### src/rtl/pipe_stage_skid.sv
// rtl/pipe_stage_skid.sv - two-entry skid buffer pipeline stage with registered in_ready and stall counter
module pipe_stage_skid #(
    parameter int WIDTH = 192,
    parameter int CNT_W = 16
) (
    input  logic             clk,
    input  logic             rst_n,
    input  logic             flush,
    input  logic             stat_clr,
    input  logic             in_valid,
    output logic             in_ready,
    input  logic [WIDTH-1:0] in_data,
    output logic             out_valid,
    input  logic             out_ready,
    output logic [WIDTH-1:0] out_data,
    output logic [1:0]       occupancy,
    output logic [CNT_W-1:0] stall_cnt
);

    typedef enum logic [1:0] {
        EMPTY = 2'd0,
        ONE   = 2'd1,
        FULL  = 2'd2
    } state_e;

    localparam logic [CNT_W-1:0] CNT_ONE = {{(CNT_W-1){1'b0}}, 1'b1};
    localparam logic [CNT_W-1:0] CNT_MAX = {CNT_W{1'b1}};

    state_e             state_q, state_d;
    logic [WIDTH-1:0]   main_q, main_d;
    logic [WIDTH-1:0]   skid_q, skid_d;
    logic               in_ready_q;
    logic [CNT_W-1:0]   stall_q, stall_d;
    logic               accept;
    logic               fire;

    assign in_ready  = in_ready_q;
    assign out_valid = (state_q != EMPTY);
    assign out_data  = main_q;
    assign occupancy = state_q;
    assign stall_cnt = stall_q;

    assign accept = in_valid & in_ready_q;
    assign fire   = out_valid & out_ready;

    // The state encoding doubles as the entry count; main is zeroed whenever the stage drains.
    always_comb begin
        state_d = state_q;
        main_d  = main_q;
        skid_d  = skid_q;
        if (flush) begin
            state_d = EMPTY;
            main_d  = '0;
            skid_d  = '0;
        end else begin
            case (state_q)
                EMPTY: begin
                    if (accept) begin
                        state_d = ONE;
                        main_d  = in_data;
                    end
                end
                ONE: begin
                    if (accept && fire) begin
                        main_d = in_data;
                    end else if (accept) begin
                        state_d = FULL;
                        skid_d  = in_data;
                    end else if (fire) begin
                        state_d = EMPTY;
                        main_d  = '0;
                    end
                end
                FULL: begin
                    if (fire) begin
                        state_d = ONE;
                        main_d  = skid_q;
                        skid_d  = '0;
                    end
                end
                default: begin
                    state_d = EMPTY;
                    main_d  = '0;
                    skid_d  = '0;
                end
            endcase
        end
    end

    always_comb begin
        stall_d = stall_q;
        if (stat_clr) begin
            stall_d = '0;
        end else if (out_valid && !out_ready && (stall_q != CNT_MAX)) begin
            stall_d = stall_q + CNT_ONE;
        end
    end

    // in_ready looks only at the next state, so out_ready never reaches it combinationally.
    always_ff @(posedge clk or negedge rst_n) begin
        if (!rst_n) begin
            state_q    <= EMPTY;
            main_q     <= '0;
            skid_q     <= '0;
            in_ready_q <= 1'b0;
            stall_q    <= '0;
        end else begin
            state_q    <= state_d;
            main_q     <= main_d;
            skid_q     <= skid_d;
            in_ready_q <= (state_d != FULL);
            stall_q    <= stall_d;
        end
    end

endmodule

### config.mk
export PLATFORM = sky130hd
export DESIGN_NAME = pipe_stage_skid
export DESIGN_NICKNAME = d
export VERILOG_FILES = /design/src/rtl/pipe_stage_skid.sv
export SDC_FILE = /design/constraint.sdc
export NUM_CORES = 1
export LEC_CHECK = 0
export ABC_AREA = 1
export ABC_CLOCK_PERIOD_IN_PS = 5200
export CAP_MARGIN = 20
export CORE_ASPECT_RATIO = 1.2
export CORE_UTILIZATION = 57
export CTS_BUF_LIST = sky130_fd_sc_hd__clkbuf_8 sky130_fd_sc_hd__clkbuf_16
export DETAILED_ROUTE_END_ITERATION = 7
export GPL_ROUTABILITY_DRIVEN = 0
export PLACE_DENSITY_LB_ADDON = 0.2
export SLEW_MARGIN = 20
export SYNTH_ARGS = -nofsm -noshare
export SYNTH_HDL_FRONTEND = slang
export SYNTH_SLANG_ARGS = --single-unit
### constraint.sdc
create_clock -name clk -period 5.2 [get_ports clk]
set_input_delay 1.04 -clock clk [delete_from_list [all_inputs] [get_ports clk]]
set_output_delay 1.04 -clock clk [all_outputs]
set_load 0.02 [all_outputs]
## Yosys cells after proc, flatten, opt, wreduce, memory -nomap -nowiden

Index checks and enable logic that the tools add are counted.

| word-level totals | value |
|---|---|
| register bits | 403 |
| input bits | 198 |
| latch bits | 0 |
| memory bits (writable) | 0 |
| memories | 0 |
| word-level logic and storage cells | 47 |
| bits in read-only memories | 0 |
| output and inout bits | 212 |

| operators by class | value |
|---|---|
| shifts and indexed selects | 0 |
| magnitude comparators | 0 |
| bitwise gates (word level) | 2 |
| equality and inequality tests | 11 |
| add/sub/neg operators | 1 |
| mux-type cells | 19 |
| reduce and logical (&&, ||, !) cells | 9 |
| multiply operators | 0 |
| divide/modulo/power cells | 0 |

Operator list:

| kind | count |
|---|---|
| 2-to-1 mux 192 bit | 8 |
| one-hot mux 192 bit (3 select lines) | 2 |
| 2-to-1 mux 16 bit | 2 |
| adder 16 x 1 -> 16 bit (second input constant) | 1 |
| != test 16 bit (second input constant) | 1 |
| 2-to-1 mux 2 bit | 6 |
| != test 3 bit (second input constant) | 4 |
| != test 4 bit (second input constant) | 2 |
| AND reduction 4 bit | 2 |
| one-hot mux 2 bit (3 select lines) | 1 |
| != test 2 bit (second input constant) | 2 |
| nonzero test 2 bit | 2 |
| logical AND 1 bit | 3 |
| bitwise AND 1 bit | 2 |
| == test 2 x 1 -> 1 bit (second input constant) | 1 |
| == test 2 bit (second input constant) | 1 |
| logical NOT 2 bit | 1 |
| logical NOT 1 bit | 1 |

## Logic depth before layout (Yosys ltp)

Gate-level depths: netlist of run 1.

| depth | value |
|---|---|
| depth after elaboration | 8 |
| mapped depth | 10 |
| depth with buffers taken out | 9 |

## Worst setup path after synthesis of run 1

No wires, ideal clock.

| timing | value |
|---|---|
| path kind | flip-flop to output port |
| start | register state_q[1] (netlist: occupancy[1]) |
| end | output port out_valid |
| stages on the path, launching flop included | 6 |
| data required time | 4160 ps |
| path slack | 2636 ps |
| path buffers | 3 |
| data arrival time | 1524 ps |
| cell sequence | dfrtp_1 > nor2_2 > buf_2 > buf_2 > clkbuf_1 > inv_1 |

| on the way | value |
|---|---|
| cells in the longest elaborated chain, start to end | 1 |

Ends and longest elaborated chain:

| what | line | source |
|---|---|---|
| start: declaration | 29 | `state_e state_q, state_d;` |
| start signal: assignment | 108 | `state_q <= state_d;` |
| nonzero test 2 bit | 38 | `assign out_valid = (state_q != EMPTY);` |
| end: declaration | 13 | `output logic out_valid,` |

Every way passes these cells.

## Final worst setup path of run 1

| timing | value |
|---|---|
| start | input port in_valid |
| end | register skid_q[30] |

| on the way | value |
|---|---|
| cells in the longest elaborated chain, start to end | 4 |
| elaborated cells on any way between the ends | 5 |
| those cells by class | eq/ne (2); bitwise (1); reduce/logical (2) |

Ends and longest elaborated chain:

| what | line | source |
|---|---|---|
| start: declaration | 10 | `input logic in_valid,` |
| bitwise AND 1 bit (*) | 43 | `assign accept = in_valid & in_ready_q;` |
| logical AND 1 bit | 64 | `if (accept && fire) begin` |
| != test 3 bit (no source line) | -- |  |
| AND reduction 4 bit (no source line) (*) | -- |  |
| end signal: assignment | 110 | `skid_q <= skid_d;` |
| end: declaration | 31 | `logic [WIDTH-1:0] skid_q, skid_d;` |

Every way passes the cells marked *; elsewhere a longest branch is shown, timed or not.
A chain may end at the register's enable or synchronous reset.

==> flow_metrics.env, run 1 <==
export IMPL_ff2ff_path_depth=8
export IMPL_synthCells=3070
export IMPL_clkTransAtPathRegs_ps=60
export IMPL_nets=3519
export IMPL_cts_sink_count=403
export IMPL_avgSynthCellArea_um2=6.84
export IMPL_totalWireLength_um=66300
export IMPL_drc=0
export IMPL_htree_levels=2
export IMPL_crit_path_end_kind="flip-flop"
export IMPL_first_iter_violations=2891
export IMPL_clock_latency_ps=550
export IMPL_synth_warning_count=0
export IMPL_cellLeakagePower_nw=13.5
export IMPL_antenna_found_initial=17
export IMPL_vias=22068
export IMPL_grt_pass1_vias=21094
export IMPL_cts_resized=0
export IMPL_setup_slack_ps=1810
export IMPL_track_usage_pct=34.9
export IMPL_crit_arrival_ps=3870
export IMPL_multi_input_area_mm2=0.00997
export IMPL_fin_tns_setup_ps=0
export IMPL_whs_path_depth=2
export IMPL_critPathMaxFanout=54
export IMPL_die_area_mm2=0.0376
export IMPL_hold_violations=0
export IMPL_yosys_area_share_simple_pct=46.5
export IMPL_rsz0062_at_grt="no"
export IMPL_worstMarginPinSlew_ps=1350
export IMPL_status="finished, final reports clean"
export IMPL_pre_cts_ws_ps=1310
export IMPL_fin_crit_sh_pct=65.2
export IMPL_tritoncts="done"
export IMPL_seq_area_mm2=0.0101
export IMPL_seq_area_frac_synth_pct=48.0
export IMPL_required_ps=5680
export IMPL_grt_overflow_total=0
export IMPL_syn_area_mm2=0.0210
export IMPL_slew_viol_final=0
export IMPL_total_power_mw=8.24
export IMPL_rows=76
export IMPL_worstSetupPathType="primary input to flip-flop"
export IMPL_die_h_um=212
export IMPL_holdBufCountCts=0
export IMPL_ir_drop_uv=280
export IMPL_dp_final_hpwl_um=38000
export IMPL_start_util_pct=58.1
export IMPL_cap_violations=0
export IMPL_fillers=2851
export IMPL_viasPerCell=5.76
export IMPL_relSlewSlack_pct=9.86
export IMPL_cp_start_kind="primary input"
export IMPL_fin_skew_ps=10.5
export IMPL_yosys_area_share_adder_pct=0.0596
export IMPL_io_buffers=409
export IMPL_ys_seq_elements=403
export IMPL_grt_max_degree=255
export IMPL_synth_top_family_by_area="simple AND/OR/NAND/NOR gates"
export IMPL_cts_path_max_buffers=3
export IMPL_syn_to_final_growth_pct=26.4
export IMPL_cts_buffers=43
export IMPL_muxShareOfSynthArea_pct=0
export IMPL_core_mm2=0.0361
export IMPL_grt_pass1_wl_um=106000
export IMPL_wl_per_cell_um=17.3
export IMPL_stdcell_count=3830
export IMPL_final_setup_viol_count=0
export IMPL_cts_root_buf="clkbuf_16"
export IMPL_dieWidth_um=177
export IMPL_postCtsSetupRepairBufs=0
export IMPL_power_density_mw_per_mm2=310
export IMPL_placed_cells=3742
export IMPL_ios=410
export IMPL_ys_types=22
export IMPL_synth_compound_area_share_pct=0.316
export IMPL_first_pass_iters=7
export IMPL_syn_nets=3269
export IMPL_ant_nets=0
export IMPL_hold_class="flip-flop to flip-flop"
export IMPL_synth_xor_area_share_pct=0.209
export IMPL_min_period_ps=3390
export IMPL_max_freq_mhz=295
export IMPL_drive_above_1_share_pct=2.99
## logic make-up after synthesis
logic type               Yosys count
AND/OR/NAND/NOR                 2401
flip-flops                       403
buffers and inverters            249
AO/OA/AOI/OAI                     11
XOR/XNOR                           5
adder cells (fa/ha/maj)            1
## layer usage
layer,routed length (um),share of wire [%],vias up,GRT usage (%)
met2,31700,48,1270,57.0
li1,-,-,10169,-
met1,25200,38,10447,43.7
met4,3000,4.5,6,19.2
met3,6460,9.7,176,6.72
met5,38,0.057,-,0
## cells in the mapped netlist (all sizes together)
library cell,number,share of area [%]
a22oi,1,0.036
a31oi,1,0.030
buf,111,2.4
clkbuf,119,2.1
dfrtp,403,48
ha,1,0.060
inv,19,0.34
nand2,1604,29
nand3,556,13
nand4,13,0.39
nor2,222,4.0
nor3,4,0.12
nor4,1,0.030
o21ai,6,0.14
o21bai,3,0.11
or2,1,0.030
xor2,5,0.21
## metrics by stage
stage	utilization [%]	hold slack (ps)	cell area [um^2]
2_1_floorplan	-	442	21000
3_3_place_gp	69.5	454	25100
3_5_place_dp	69.5	458	25100
4_1_cts	73.3	473	26500
5_1_grt	73.4	487	26500
6_report	73.5	470	26500
## worst max-delay path: stages
cell	delay, ps
clkdlybuf4s50_1	500
nand2_1	240
o21ai_4	210
buf_4	400
nand3_4	160
nand2_4	440
buf_4	610
nand2_1	130
nand2_1	100
## placed cells by master, fill, tap and decap left out, drive strengths merged
cell type	count
a22oi	1
a31oi	1
buf	28
bufinv	1
clkbuf	56
clkdlybuf4s50	407
clkinv	1
clkinvlp	1
dfrtp	403
diode	16
ha	1
inv	31
nand2	1604
nand3	556
nand4	13
nor2	222
nor3	4
nor4	1
o21ai	6
o21bai	3
or2	1
xor2	5
## path summary, 6_finish.rpt
check / startpoint / end / slack [ps]
min: skid_q[127]$_DFFE_PN0P_ / skid_q[127]$_DFFE_PN0P_ / 470
max reg2reg: occupancy[1]$_DFF_PN0_ / out_data[76]$_DFFE_PN0P_ / 2020
max in group asynchronous: rst_n / skid_q[118]$_DFFE_PN0P_ / 3490
max: in_valid / skid_q[30]$_DFFE_PN0P_ / 1810
min reg2reg: skid_q[127]$_DFFE_PN0P_ / skid_q[127]$_DFFE_PN0P_ / 470
min in group asynchronous: rst_n / out_data[185]$_DFFE_PN0P_ / 560
## power by group
part           internal [mW]  switching (mW)  total, mW
Clock                   1.76            1.25       3.01
Sequential              3.37           0.162       3.53
Combinational          0.634            1.06       1.70
Total                   5.77            2.48       8.24
## cell type report
type	instances	share of cell area, %
Tap cell	468	2.21
Sequential cell	403	38.0
Inverter	19	0.269
Clock buffer	56	4.81
Timing Repair Buffer	435	16.7
Antenna cell	16	0.151
Clock inverter	15	0.349
Multi-Input combinational cell	2418	37.5
## state kept, by name, summed over array words and instances (netlist names)
register / count
skid_q: 192
occupancy: 2
in_ready: 1
stall_cnt: 16
out_data: 192
(Power assumes the default switching activity.)
==> run 2: changes to the inputs <==
Settings changed: ABC_CLOCK_PERIOD_IN_PS 5200 to 3300, CORE_UTILIZATION 57 to 53.
Clock period 5.2 ns to 3.3 ns, I/O delays scaled along.
==> flow_metrics.env, run 2 (synthesis results as in run 1) <==
export IMPL_status="finished, violations left"
export IMPL_violations="DRC"
export IMPL_grt_max_degree=193
export IMPL_power_switching_mw=3.93
export IMPL_crit_path_end_kind="output pin"
export IMPL_post_dp_cell_area_mm2=0.0253
export IMPL_total_power_mw=13.0
export IMPL_drc=1
export IMPL_hold_slack_ps=437
export IMPL_cts_path_max_buffers=3
export IMPL_drive_above_1_share_pct=3.10
export IMPL_worstSetupPathType="flip-flop to output pin"
export IMPL_grt_pass1_vias=20705
export IMPL_core_mm2=0.0389
export IMPL_rrSetupSlack_ps=930
export IMPL_cts_resized=0
export IMPL_required_ps=2640
export IMPL_placed_cells=3807
export IMPL_io_buffers=409
export IMPL_relSlewSlack_pct=25.0
export IMPL_cp_start_kind="flip-flop"
export IMPL_clkTransAtPathRegs_ps=60
export IMPL_worstMarginPinSlew_ps=1130
export IMPL_swShare_pct=30.2
export IMPL_r2r_start="occupancy[0]$_DFF_PN0_"
export IMPL_ios=410
export IMPL_cts_buffers=42
export IMPL_hold_class="primary input to flip-flop"
export IMPL_first_iter_violations=2586
export IMPL_nets=3525
export IMPL_stdcell_count=3891
export IMPL_antenna_found_initial=12
export IMPL_syn_to_final_growth_pct=27.3
export IMPL_fin_tns_setup_ps=0
export IMPL_rows=79
export IMPL_final_common_cell="nand2_1"
export IMPL_ant_nets=0
export IMPL_tritoncts="done"
export IMPL_power_density_mw_per_mm2=487
export IMPL_viasPerCell=5.63
export IMPL_min_period_ps=2660
export IMPL_die_area_mm2=0.0404
export IMPL_fillers=3309
export IMPL_cap_violations=0
export IMPL_ff2ff_path_depth=8
export IMPL_grt_pass1_wl_um=106000
export IMPL_mostFrequentLayoutCells="1,602 x nand2_1, 555 x nand3_1, 407 x clkdlybuf4s50_1, 403 x dfrtp_1, 219 x nor2_1"
export IMPL_wl_per_cell_um=17.1
export IMPL_dieWidth_um=184
export IMPL_start_util_pct=53.9
export IMPL_dp_final_hpwl_um=38900
export IMPL_power_frac_seq_pct=42.7
export IMPL_die_h_um=220
export IMPL_min_to="occupancy[1]$_DFF_PN0_"
export IMPL_final_setup_viol_count=0
export IMPL_postCtsSetupRepairBufs=0
export IMPL_track_usage_pct=32.7
export IMPL_crit_slowest_cell="clkdlybuf4s50_1"
export IMPL_crit_path_max_incr_delay_ps=690
export IMPL_cts_root_buf="clkbuf_16"
export IMPL_crit_arrival_ps=2000
export IMPL_rr_endpoint="out_data[67]$_DFFE_PN0P_"
export IMPL_cts_sink_count=403
export IMPL_cellLeakagePower_nw=13.6
export IMPL_ir_drop_uv=364
export IMPL_power_frac_comb_pct=20.8
export IMPL_vias=21925
export IMPL_hold_violations=0
export IMPL_internal_power_mw=9.09
export IMPL_rsz0062_at_grt="no"
export IMPL_critPathMaxFanout=6
export IMPL_crit_chain="nor2_4 -> inv_1 -> clkdlybuf4s50_1"
export IMPL_htree_levels=2
export IMPL_whs_path_depth=4
export IMPL_slew_viol_final=0
export IMPL_fin_skew_ps=21.5
export IMPL_first_pass_iters=8
export IMPL_clockPowerShare_pct=36.4
export IMPL_fin_crit_sh_pct=80.7
export IMPL_postLayoutCellArea_mm2=0.0267
export IMPL_hp_start="flush"
export IMPL_max_freq_mhz=376
export IMPL_grt_overflow_total=0
export IMPL_clock_latency_ps=560
export IMPL_totalWireLength_um=66700
[run 2: changes by cell type in the layout (fill, tap and decap cells not counted), sizes merged]
cell	before	now
diode	16	9
buf	28	34
clkbuf	56	52
inv	31	35
clkinv	1	4
bufinv	1	2
clkinvlp	1	0
dlygate4sd3	0	1
[run 2: timing repair]
item / CTS / global route
setup endpoints to repair: 0 / 0
hold buffers: 1 / 0
hold endpoints to repair: 6 / 0
[run 2: critical path, delay by kind of cell, from the launching register on]
family	cells	cell delay, ps
buffers and inverters	2	760
flip-flops	1	570
AND/OR/NAND/NOR	1	110
[run 2: how the worst max path moves through the flow]
| stage | start | to | depth (start not counted) |
|---|---|---|---|
| after global placement | in_valid | out_data[51]$_DFFE_PN0P_ | 8 |
| after CTS | occupancy[0]$_DFF_PN0_ | out_valid | 3 |
| after floorplan | occupancy[1]$_DFF_PN0_ | out_valid | 5 |
| after global routing | occupancy[0]$_DFF_PN0_ | out_valid | 3 |
| after detailed placement | in_valid | out_data[168]$_DFFE_PN0P_ | 7 |
| final | occupancy[0]$_DFF_PN0_ | out_valid | 3 |
[run 2: through the flow]
step,utilization [%],setup slack (ps)
finish,68.7,637
global placement,65.0,586
floorplan,-,1120
global route,68.6,582
detailed placement,65.1,470
CTS,68.6,614
[run 2: final cells by class]
type                       count  area, um^2  share of cell area [%]
clock inverter                22         140                   0.524
antenna                        9        22.5                  0.0842
inverter                      19        71.3                   0.267
sequential                   403       10100                    37.7
clock buffer                  52        1220                    4.57
timing repair buffer         442        4570                    17.1
multi-input combinational   2418        9970                    37.3
tap                          526         658                    2.46
[run 2: layer usage]
metal | up-vias | GRT usage (%) | part of all wire [%]
met2 | 1192 | 52.4 | 47
li1 | 10165 | - | -
met3 | 204 | 6.10 | 9.2
met4 | 6 | 18.9 | 5.1
met5 | - | 0 | 0.062
met1 | 10358 | 41.4 | 39
[run 2: power by group through the flow]
| stage | sequential, mW | clock [mW] | combinational (mW) |
|---|---|---|---|
| 2_1_floorplan | 5.88 | 0 | 1.11 |
| 3_3_place_gp | 5.63 | 0 | 2.64 |
| 3_5_place_dp | 5.63 | 0 | 2.69 |
| 4_1_cts | 5.55 | 4.80 | 2.71 |
| 5_1_grt | 5.59 | 5.01 | 2.93 |
| 6_report | 5.56 | 4.74 | 2.71 |
